### src/rtl/ctrl_sequencer.sv
// ctrl_sequencer: turns fetched ARK instruction words into registered regfile/ALU/mem/PC strobes,
// sequencing load waits, taken-jump fetch bubbles and halt; CTRL_PERF_CNT_EN adds a retired-instruction counter.
module ctrl_sequencer #(
    parameter int INSTR_W        = 9,
    parameter int OP_W           = 4,
    parameter int MEM_LAT        = 2,
    parameter int BRANCH_BUBBLES = 1,
    parameter int CNT_W          = 16
) (
    input  logic                    Clk,
    input  logic                    Reset,
    input  logic                    Start,
    input  logic [INSTR_W-1:0]      InstIn,
    input  logic                    InstValid,
    input  logic                    CondIn,
    output logic                    InstReady,
    output logic [OP_W-1:0]         OpCode,
    output logic [INSTR_W-OP_W-1:0] Operand,
    output logic                    AluEn,
    output logic                    RegWrEn,
    output logic                    MemRdEn,
    output logic                    MemWrEn,
    output logic                    PcInc,
    output logic                    PcJump,
    output logic                    Busy,
    output logic                    Done
`ifdef CTRL_PERF_CNT_EN
    ,
    output logic [CNT_W-1:0]        InstCount
`endif
);

    typedef enum logic [2:0] {
        S_IDLE,
        S_ISSUE,
        S_MEM_WAIT,
        S_BUBBLE,
        S_HALT
    } state_t;

    localparam int WAIT_MAX = (MEM_LAT > BRANCH_BUBBLES) ? MEM_LAT : BRANCH_BUBBLES;
    localparam int WAIT_W   = $clog2(WAIT_MAX + 1);
    localparam logic [WAIT_W-1:0] MEM_INIT = WAIT_W'(MEM_LAT - 1);
    localparam logic [WAIT_W-1:0] BUB_INIT = WAIT_W'((BRANCH_BUBBLES > 0) ? BRANCH_BUBBLES - 1 : 0);

    localparam logic [3:0] OP_LOAD  = 4'd2;
    localparam logic [3:0] OP_STORE = 4'd5;
    localparam logic [3:0] OP_JUMP  = 4'd6;
    localparam logic [3:0] OP_NEQ   = 4'd14;
    localparam logic [3:0] OP_DONE  = 4'd15;

    state_t                    state_q;
    logic [WAIT_W-1:0]         wait_q;
    logic                      cond_q;
    logic [OP_W-1:0]           op_q;
    logic [INSTR_W-OP_W-1:0]   opd_q;
    logic                      alu_q, rw_q, mrd_q, mwr_q, inc_q, jmp_q, done_q;

    logic [OP_W-1:0]           op_in;
    logic [3:0]                op_lo;
    logic                      op_ext;

    assign op_in = InstIn[INSTR_W-1 -: OP_W];
    assign op_lo = op_in[3:0];

    // Opcodes beyond the 16-op set decode as a plain PC-advancing NOP.
    if (OP_W > 4) begin : g_wide_op
        assign op_ext = |op_in[OP_W-1:4];
    end else begin : g_narrow_op
        assign op_ext = 1'b0;
    end

    always_ff @(posedge Clk or posedge Reset) begin
        if (Reset) begin
            state_q <= S_IDLE;
            wait_q  <= '0;
            cond_q  <= 1'b0;
            op_q    <= '0;
            opd_q   <= '0;
            alu_q   <= 1'b0;
            rw_q    <= 1'b0;
            mrd_q   <= 1'b0;
            mwr_q   <= 1'b0;
            inc_q   <= 1'b0;
            jmp_q   <= 1'b0;
            done_q  <= 1'b0;
        end else begin
            alu_q <= 1'b0;
            rw_q  <= 1'b0;
            mrd_q <= 1'b0;
            mwr_q <= 1'b0;
            inc_q <= 1'b0;
            jmp_q <= 1'b0;
            case (state_q)
                S_IDLE, S_HALT: begin
                    if (Start) begin
                        state_q <= S_ISSUE;
                        done_q  <= 1'b0;
                    end
                end
                S_ISSUE: begin
                    if (InstValid) begin
                        op_q  <= op_in;
                        opd_q <= InstIn[INSTR_W-OP_W-1:0];
                        if (op_ext) begin
                            inc_q <= 1'b1;
                        end else begin
                            case (op_lo)
                                4'd0, 4'd1, 4'd3, 4'd4: begin
                                    rw_q  <= 1'b1;
                                    inc_q <= 1'b1;
                                end
                                OP_STORE: begin
                                    mwr_q <= 1'b1;
                                    inc_q <= 1'b1;
                                end
                                OP_NEQ: begin
                                    alu_q  <= 1'b1;
                                    inc_q  <= 1'b1;
                                    cond_q <= CondIn;
                                end
                                OP_LOAD: begin
                                    mrd_q   <= 1'b1;
                                    rw_q    <= (MEM_LAT == 1);
                                    inc_q   <= (MEM_LAT == 1);
                                    wait_q  <= MEM_INIT;
                                    state_q <= S_MEM_WAIT;
                                end
                                OP_JUMP: begin
                                    if (cond_q) begin
                                        jmp_q  <= 1'b1;
                                        cond_q <= 1'b0;
                                        if (BRANCH_BUBBLES > 0) begin
                                            wait_q  <= BUB_INIT;
                                            state_q <= S_BUBBLE;
                                        end
                                    end else begin
                                        inc_q <= 1'b1;
                                    end
                                end
                                OP_DONE: begin
                                    state_q <= S_HALT;
                                    done_q  <= 1'b1;
                                end
                                default: begin
                                    alu_q <= 1'b1;
                                    rw_q  <= 1'b1;
                                    inc_q <= 1'b1;
                                end
                            endcase
                        end
                    end
                end
                // wait_q counts the load cycles still to come after the current one.
                S_MEM_WAIT: begin
                    if (wait_q == '0) begin
                        state_q <= S_ISSUE;
                    end else begin
                        mrd_q  <= 1'b1;
                        wait_q <= wait_q - 1'b1;
                        if (wait_q == WAIT_W'(1)) begin
                            rw_q  <= 1'b1;
                            inc_q <= 1'b1;
                        end
                    end
                end
                S_BUBBLE: begin
                    if (wait_q == '0) begin
                        state_q <= S_ISSUE;
                    end else begin
                        wait_q <= wait_q - 1'b1;
                    end
                end
                default: state_q <= S_IDLE;
            endcase
        end
    end

    assign InstReady = (state_q == S_ISSUE);
    assign Busy      = (state_q == S_ISSUE) || (state_q == S_MEM_WAIT) || (state_q == S_BUBBLE);
    assign Done      = done_q;
    assign OpCode    = op_q;
    assign Operand   = opd_q;
    assign AluEn     = alu_q;
    assign RegWrEn   = rw_q;
    assign MemRdEn   = mrd_q;
    assign MemWrEn   = mwr_q;
    assign PcInc     = inc_q;
    assign PcJump    = jmp_q;

`ifdef CTRL_PERF_CNT_EN
    logic             retire_d;
    logic             clear_d;
    logic [CNT_W-1:0] cnt_q;

    // A load retires when its wait ends; everything else retires on accept.
    assign retire_d = ((state_q == S_ISSUE) && InstValid && !(!op_ext && (op_lo == OP_LOAD)))
                   || ((state_q == S_MEM_WAIT) && (wait_q == '0));
    assign clear_d  = Start && ((state_q == S_IDLE) || (state_q == S_HALT));

    always_ff @(posedge Clk or posedge Reset) begin
        if (Reset) begin
            cnt_q <= '0;
        end else if (clear_d) begin
            cnt_q <= '0;
        end else if (retire_d && (cnt_q != {CNT_W{1'b1}})) begin
            cnt_q <= cnt_q + 1'b1;
        end
    end

    assign InstCount = cnt_q;
`endif

endmodule

### config.mk
export PLATFORM = sky130hd
export DESIGN_NAME = ctrl_sequencer
export DESIGN_NICKNAME = d
export VERILOG_FILES = /design/src/rtl/ctrl_sequencer.sv
export SDC_FILE = /design/constraint.sdc
export NUM_CORES = 1
export LEC_CHECK = 0
export CORE_ASPECT_RATIO = 0.6
export CORE_UTILIZATION = 40
export DETAILED_ROUTE_END_ITERATION = 6
export GPL_ROUTABILITY_DRIVEN = 0
export PLACE_DENSITY = 0.69
export SLEW_MARGIN = 10
export SYNTH_ARGS = -nofsm -noshare
export SYNTH_HDL_FRONTEND = slang
export SYNTH_SLANG_ARGS = --single-unit
### constraint.sdc
create_clock -name Clk -period 1.6 [get_ports Clk]
set_input_delay 0.16 -clock Clk [delete_from_list [all_inputs] [get_ports Clk]]
set_output_delay 0.16 -clock Clk [all_outputs]
set_load 0.02 [all_outputs]
* After elaboration in Yosys (flattened, before gate mapping)
Cells that the tools add are included.
** Word-level totals
- Flip-flop bits (word level) :: 22
- Input port bits :: 14
** Cells by class
- Reduce and logical (&&, ||, !) cells :: 18
- Equality and inequality tests :: 21
- Multiplexer cells :: 39
- Add/subtract/negate cells :: 1
** Operator list (count)
- $mux 1 :: 22
- $pmux 3 s3 :: 2
- $eq 4x3->1 const B :: 3
- $mux 3 :: 4
- $pmux 1 s2 :: 6
- $reduce_and 5->1 :: 2
- $eq 4x2->1 const B :: 2
- $eq 4x4->1 const B :: 2
- $pmux 2 s2 :: 2
- $reduce_or 8->1 :: 1
- $eq 3x2->1 const B :: 2
- $mux 2 :: 3
- $ne 2x2->1 const B :: 3
- $reduce_bool 2->1 :: 3
- $reduce_or 2->1 :: 3
- $reduce_or 5->1 :: 1
- $eq 4x1->1 const B :: 1
- $logic_not 4->1 :: 1
- $ne 2x1->1 const B :: 2
- $ne 4x1->1 const B :: 1
- $reduce_and 4->1 :: 1
- $eq 3x1->1 const B :: 1
- $eq 3x3->1 const B :: 1
- $logic_not 3->1 :: 1
- 8 further kinds :: 9

* Depth between registers and ports, before layout
- Word-level depth :: 5
- Gate-level depth with buffers :: 6

* Worst setup path after synthesis
OpenSTA, ideal clock, no wires.
- Path type :: register -> register
- Start point :: register state_q[1]
- End point :: register wait_q[1]
- Period minus slack after synthesis :: 1665 ps
- Arrival time :: 1540 ps
- Buffers on the path :: 1
- Library setup time :: 126 ps
- Cell stages (with the launch flop) :: 5
- Path slack :: -65 ps
- Cells stage by stage :: dfrtp_1 buf_2 nor3b_1 and4_4 o22ai_1
** Between the ends
- Elaborated cells between the ends (all ways) :: 11
- Classes of those cells :: eq/ne: 7; mux: 1; reduce/logical: 3
** RTL lines
- start, declared :: line 52 : state_t state_q;
- start signal, assigned :: line 75 : state_q <= S_IDLE;
- start signal, assigned :: line 97 : state_q <= S_ISSUE;
- start signal, assigned :: line 127 : state_q <= S_MEM_WAIT;
- $eq 3x1->1 (*)
- named net InstReady :: line 16 : output logic InstReady,
- $ne 3x1->1 (no source line) (tied with other cells)
- $reduce_and 5->1 (no source line)
- end signal, assigned :: line 160 : wait_q <= wait_q - 1'b1;
- end signal, assigned :: line 171 : wait_q <= wait_q - 1'b1;
- end, declared :: line 53 : logic [WAIT_W-1:0] wait_q;
The timed path passes the listed nets; every way through them passes the cells marked *.
A chain may end at the register's enable or synchronous reset.

* Worst setup path in the final report
- Start point :: register state_q[2]
- End point :: output port InstReady
** Between the ends
- Longest elaborated chain between the ends :: 1
** Ends and longest elaborated chain
- $eq 3x1->1 :: line 179 : assign InstReady = (state_q == S_ISSUE);
- end, declared :: line 16
Every way passes these cells.

==> metrics.md <==
| Metric | Value |
|---|---|
| Synthesized Nets | `118` |
| CP Class | `reg -> out` |
| Setup-failing EPs final | `0` |
| FILL cells | `211` |
| CP arrival | `1.35 ns` |
| CP Cell Sequence | `nor3b_2 > dlygate4sd2_1` |
| Layout Skew | `0.00159 ns` |
| Area growth syn-to-layout | `41.0%` |
| Routed Antenna Nets | `0` |
| Vias in the first global route | `851` |
| Compound-Gate Fraction of Synth Area | `8.94%` |
| Final WS setup | `0.0859 ns` |
| Max-cap violations | `0` |
| Slew headroom | `79.1%` |
| Diode count | `0` |
| Reg area | `552 sq um` |
| Leading area contributor after synthesis | `dfrtp_1` |
| Clock slew at reported path FFs | `0.07 ns` |
| CTS sink cnt | `22` |
| Hold buffers post-CTS | `0` |
| Met1 WL | `1270 um` |
| Leakage power | `0.740 nW` |
| Adder-Cell Fraction of Synth Area | `2.18%` |
| DRT Pass-1 Iters | `6` |
| Fmax | `660 MHz` |
| Slowest CP cell | `dfrtp_1` |
| Largest family of logic cells by synthesized area | `simple AND/OR/NAND/NOR gates` |
| Final wirelength | `2330 um` |
| Effective utilization at floorplan | `44.0%` |
| Vias per cell | `4.89` |
| Top post-synthesis cells by area | `dfrtp_1 (48%), mux2_4 (9.2%), mux2_2 (2.9%), ha_1 (2.2%), nor3_1 (2.2%)` |
| Crit. End Element | `output port` |
| Ys async rst share | `100%` |
| Top-count cell post-synth | `dfrtp_1` |
| Worst slew pin tran | `0.313 ns` |
| Post-synthesis register bit count | `22` |
| HP Class | `in -> async` |
| Total gr overflow | `0` |
| Largest net degree at the start of global routing | `23` |
| Mapped Area | `0.00115 sq mm` |
| Area of the multi-input gates | `549 sq um` |
| Multiplexer share of the synthesized area | `13.0%` |
| Root Driver | `clkbuf_8` |
| Die area | `0.00309 sq mm` |
| Top-area cell type share of the netlist area | `48.0%` |
| Via count | `866` |
| Worst endpoint required time | `1.44 ns` |
| Synth Area in Simple Gates | `22.1%` |
| Slowest stage delay, CP | `0.49 ns` |
| Detailed Route Iter0 Violations | `37` |
| # nets final | `163` |
| Longest Clk Path Bufs | `2` |
| Routed length on met3 | `96 um` |
| Hpwl dp | `1810 um` |
| EDFF count, synth | `0` |
| Power density over the cells | `1690 mW/mm^2` |
| Share of cells above drive strength 1 | `27.6%` |
| Inserted Clock Buffers | `3` |
| Final Hold Fails | `0` |
| Seq/Total Area, Yosys | `48.0%` |
| Row count | `14` |
| Worst vdd ir | `0.000928 V` |
| Gate Count Post-Synth | `102` |
| Port buffer count | `31` |
| Fin crit share | `94.6%` |
| Wire per inst | `13.1 um` |
| Drt drc | `3` |
| CTS tree | `built` |
| Syn Area/Cell | `11.2 sq um` |
| Worst Path Max Fanout | `8` |
| CTS H-Tree Depth | `1` |
| Post-Synth XOR/XNOR Area | `0.763%` |
| Min Tclk post-route | `1.51 ns` |
| Die height | `43.5 um` |
| Pre-CTS WS | `-0.0156 ns` |
| Max Slew Vio Count | `0` |
| Synth cell types | `40` |
| Num ports | `32` |
| Post-synth top cells | `dfrtp_1 (22), mux2_4 (7), nand2_1 (6)` |
| Gr usage total | `17.4%` |
| Failing checks | `DRC` |
| Core ar. | `0.00261 sq mm` |
| Die Wd | `71.1 um` |
| Met2 wire len | `944 um` |
| Initial antenna violation count | `0` |
| Worst setup SP type | `register` |
| Highest metal used | `met4` |
| Status | `complete, but fails checks` |
| First-pass GRT wire length | `3950 um` |
| Worst skew pair latency | `0.26 ns` |
| Yosys warnings | `0` |
| Min Hold Slack | `0.232 ns` |
| Top FF cell, synth | `dfrtp_1` |
==> flip-flops by register name (all words and copies together) (netlist names) <==
register,flops
AluEn,1
Done,1
MemRdEn,1
MemWrEn,1
OpCode,4
Operand,5
PcInc,1
PcJump,1
RegWrEn,1
cond_q,1
state_q,3
wait_q,2
==> layout make-up <==
| cell class | count | share of cell area, % |
|---|---|---|
| timing repair buffer | 46 | 26.0 |
| tap | 32 | 2.47 |
| inverter | 4 | 0.928 |
| clock buffer | 3 | 2.55 |
| sequential | 22 | 34.1 |
| multi-input combinational | 70 | 34.0 |
==> metal layers <==
| layer | global-route usage (%) | vias to the layer above |
|---|---|---|
| met5 | 0 | - |
| met4 | 6.00 | 0 |
| met3 | 5.81 | 2 |
| met2 | 25.7 | 15 |
| met1 | 24.2 | 405 |
| li1 | - | 444 |
==> timing repair <==
item                                    4_1_cts  5_1_grt
pin swaps                                     0        1
buffers inserted                              0        0
endpoints found under the setup margin        2        4
resized for setup                             3        1
==> metrics by stage <==
stage          std cells  power, mW   TNS, ns  area (sq um)  util, %
4_1_cts              177       2.76         0          1610     61.8
3_5_place_dp         174       2.44   -0.0566          1570     60.3
2_1_floorplan        102       1.86         0          1150        -
3_3_place_gp         174       2.42  -0.00129          1570     60.3
6_report             177       2.74         0          1620     62.0
5_1_grt              177       2.95  -0.00454          1620     62.0
==> cell usage in the layout (no fill, tap or decap), drive strengths merged, types with 2 or more instances in the layout <==
cell,netlist,routed
a21oi,6,6
and2,2,2
and3,2,2
and3b,2,2
and4,2,2
buf,6,15
clkbuf,0,3
clkdlybuf4s50,0,29
dfrtp,22,22
dlygate4sd2,0,2
ha,2,2
inv,4,4
mux2,10,10
nand2,6,6
nand2b,3,3
nand3,3,3
nand3b,2,2
nor2,4,4
nor3,6,6
nor3b,2,2
o21ai,4,4
or2,2,2
==> where the power goes <==
part	leakage, nW	switching, mW	internal [mW]	total, mW
logic	0.447	0.680	0.812	1.49
registers	0.271	0.145	0.777	0.922
clock network	0.0216	0.160	0.168	0.328
==> cell families (layout without fill, tap and decap cells) <==
kind of cell / after synthesis / count (layout)
AO/OA/AOI/OAI: 16 / 16
XOR/XNOR: 1 / 1
adder cells (fa/ha/maj): 2 / 2
buffers and inverters: 10 / 53
flip-flops: 22 / 22
multiplexers: 11 / 11
AND/OR/NAND/NOR: 40 / 40
==> path summary, 6_finish.rpt <==
kind,start,to,slack (ns),cells past startpoint
hold reg to reg,cond_q,cond_q,0.50,2
setup reg to reg,state_q[2],Operand[0],0.11,3
min in group Clk,CondIn,cond_q,0.46,3
max in group asynchronous,Reset,state_q[1],1.13,3
hold / removal,Reset,Operand[1],0.23,3
setup / recovery,state_q[2],InstReady,0.09,2
==> worst max-delay path, delay by kind of cell, from the launching register on <==
kind	cells	cell delay, ns
buffers and inverters	1	0.36
DFF	1	0.49
and+or+nand+nor	1	0.25
Note: power is estimated with default switching activity, not from simulation.
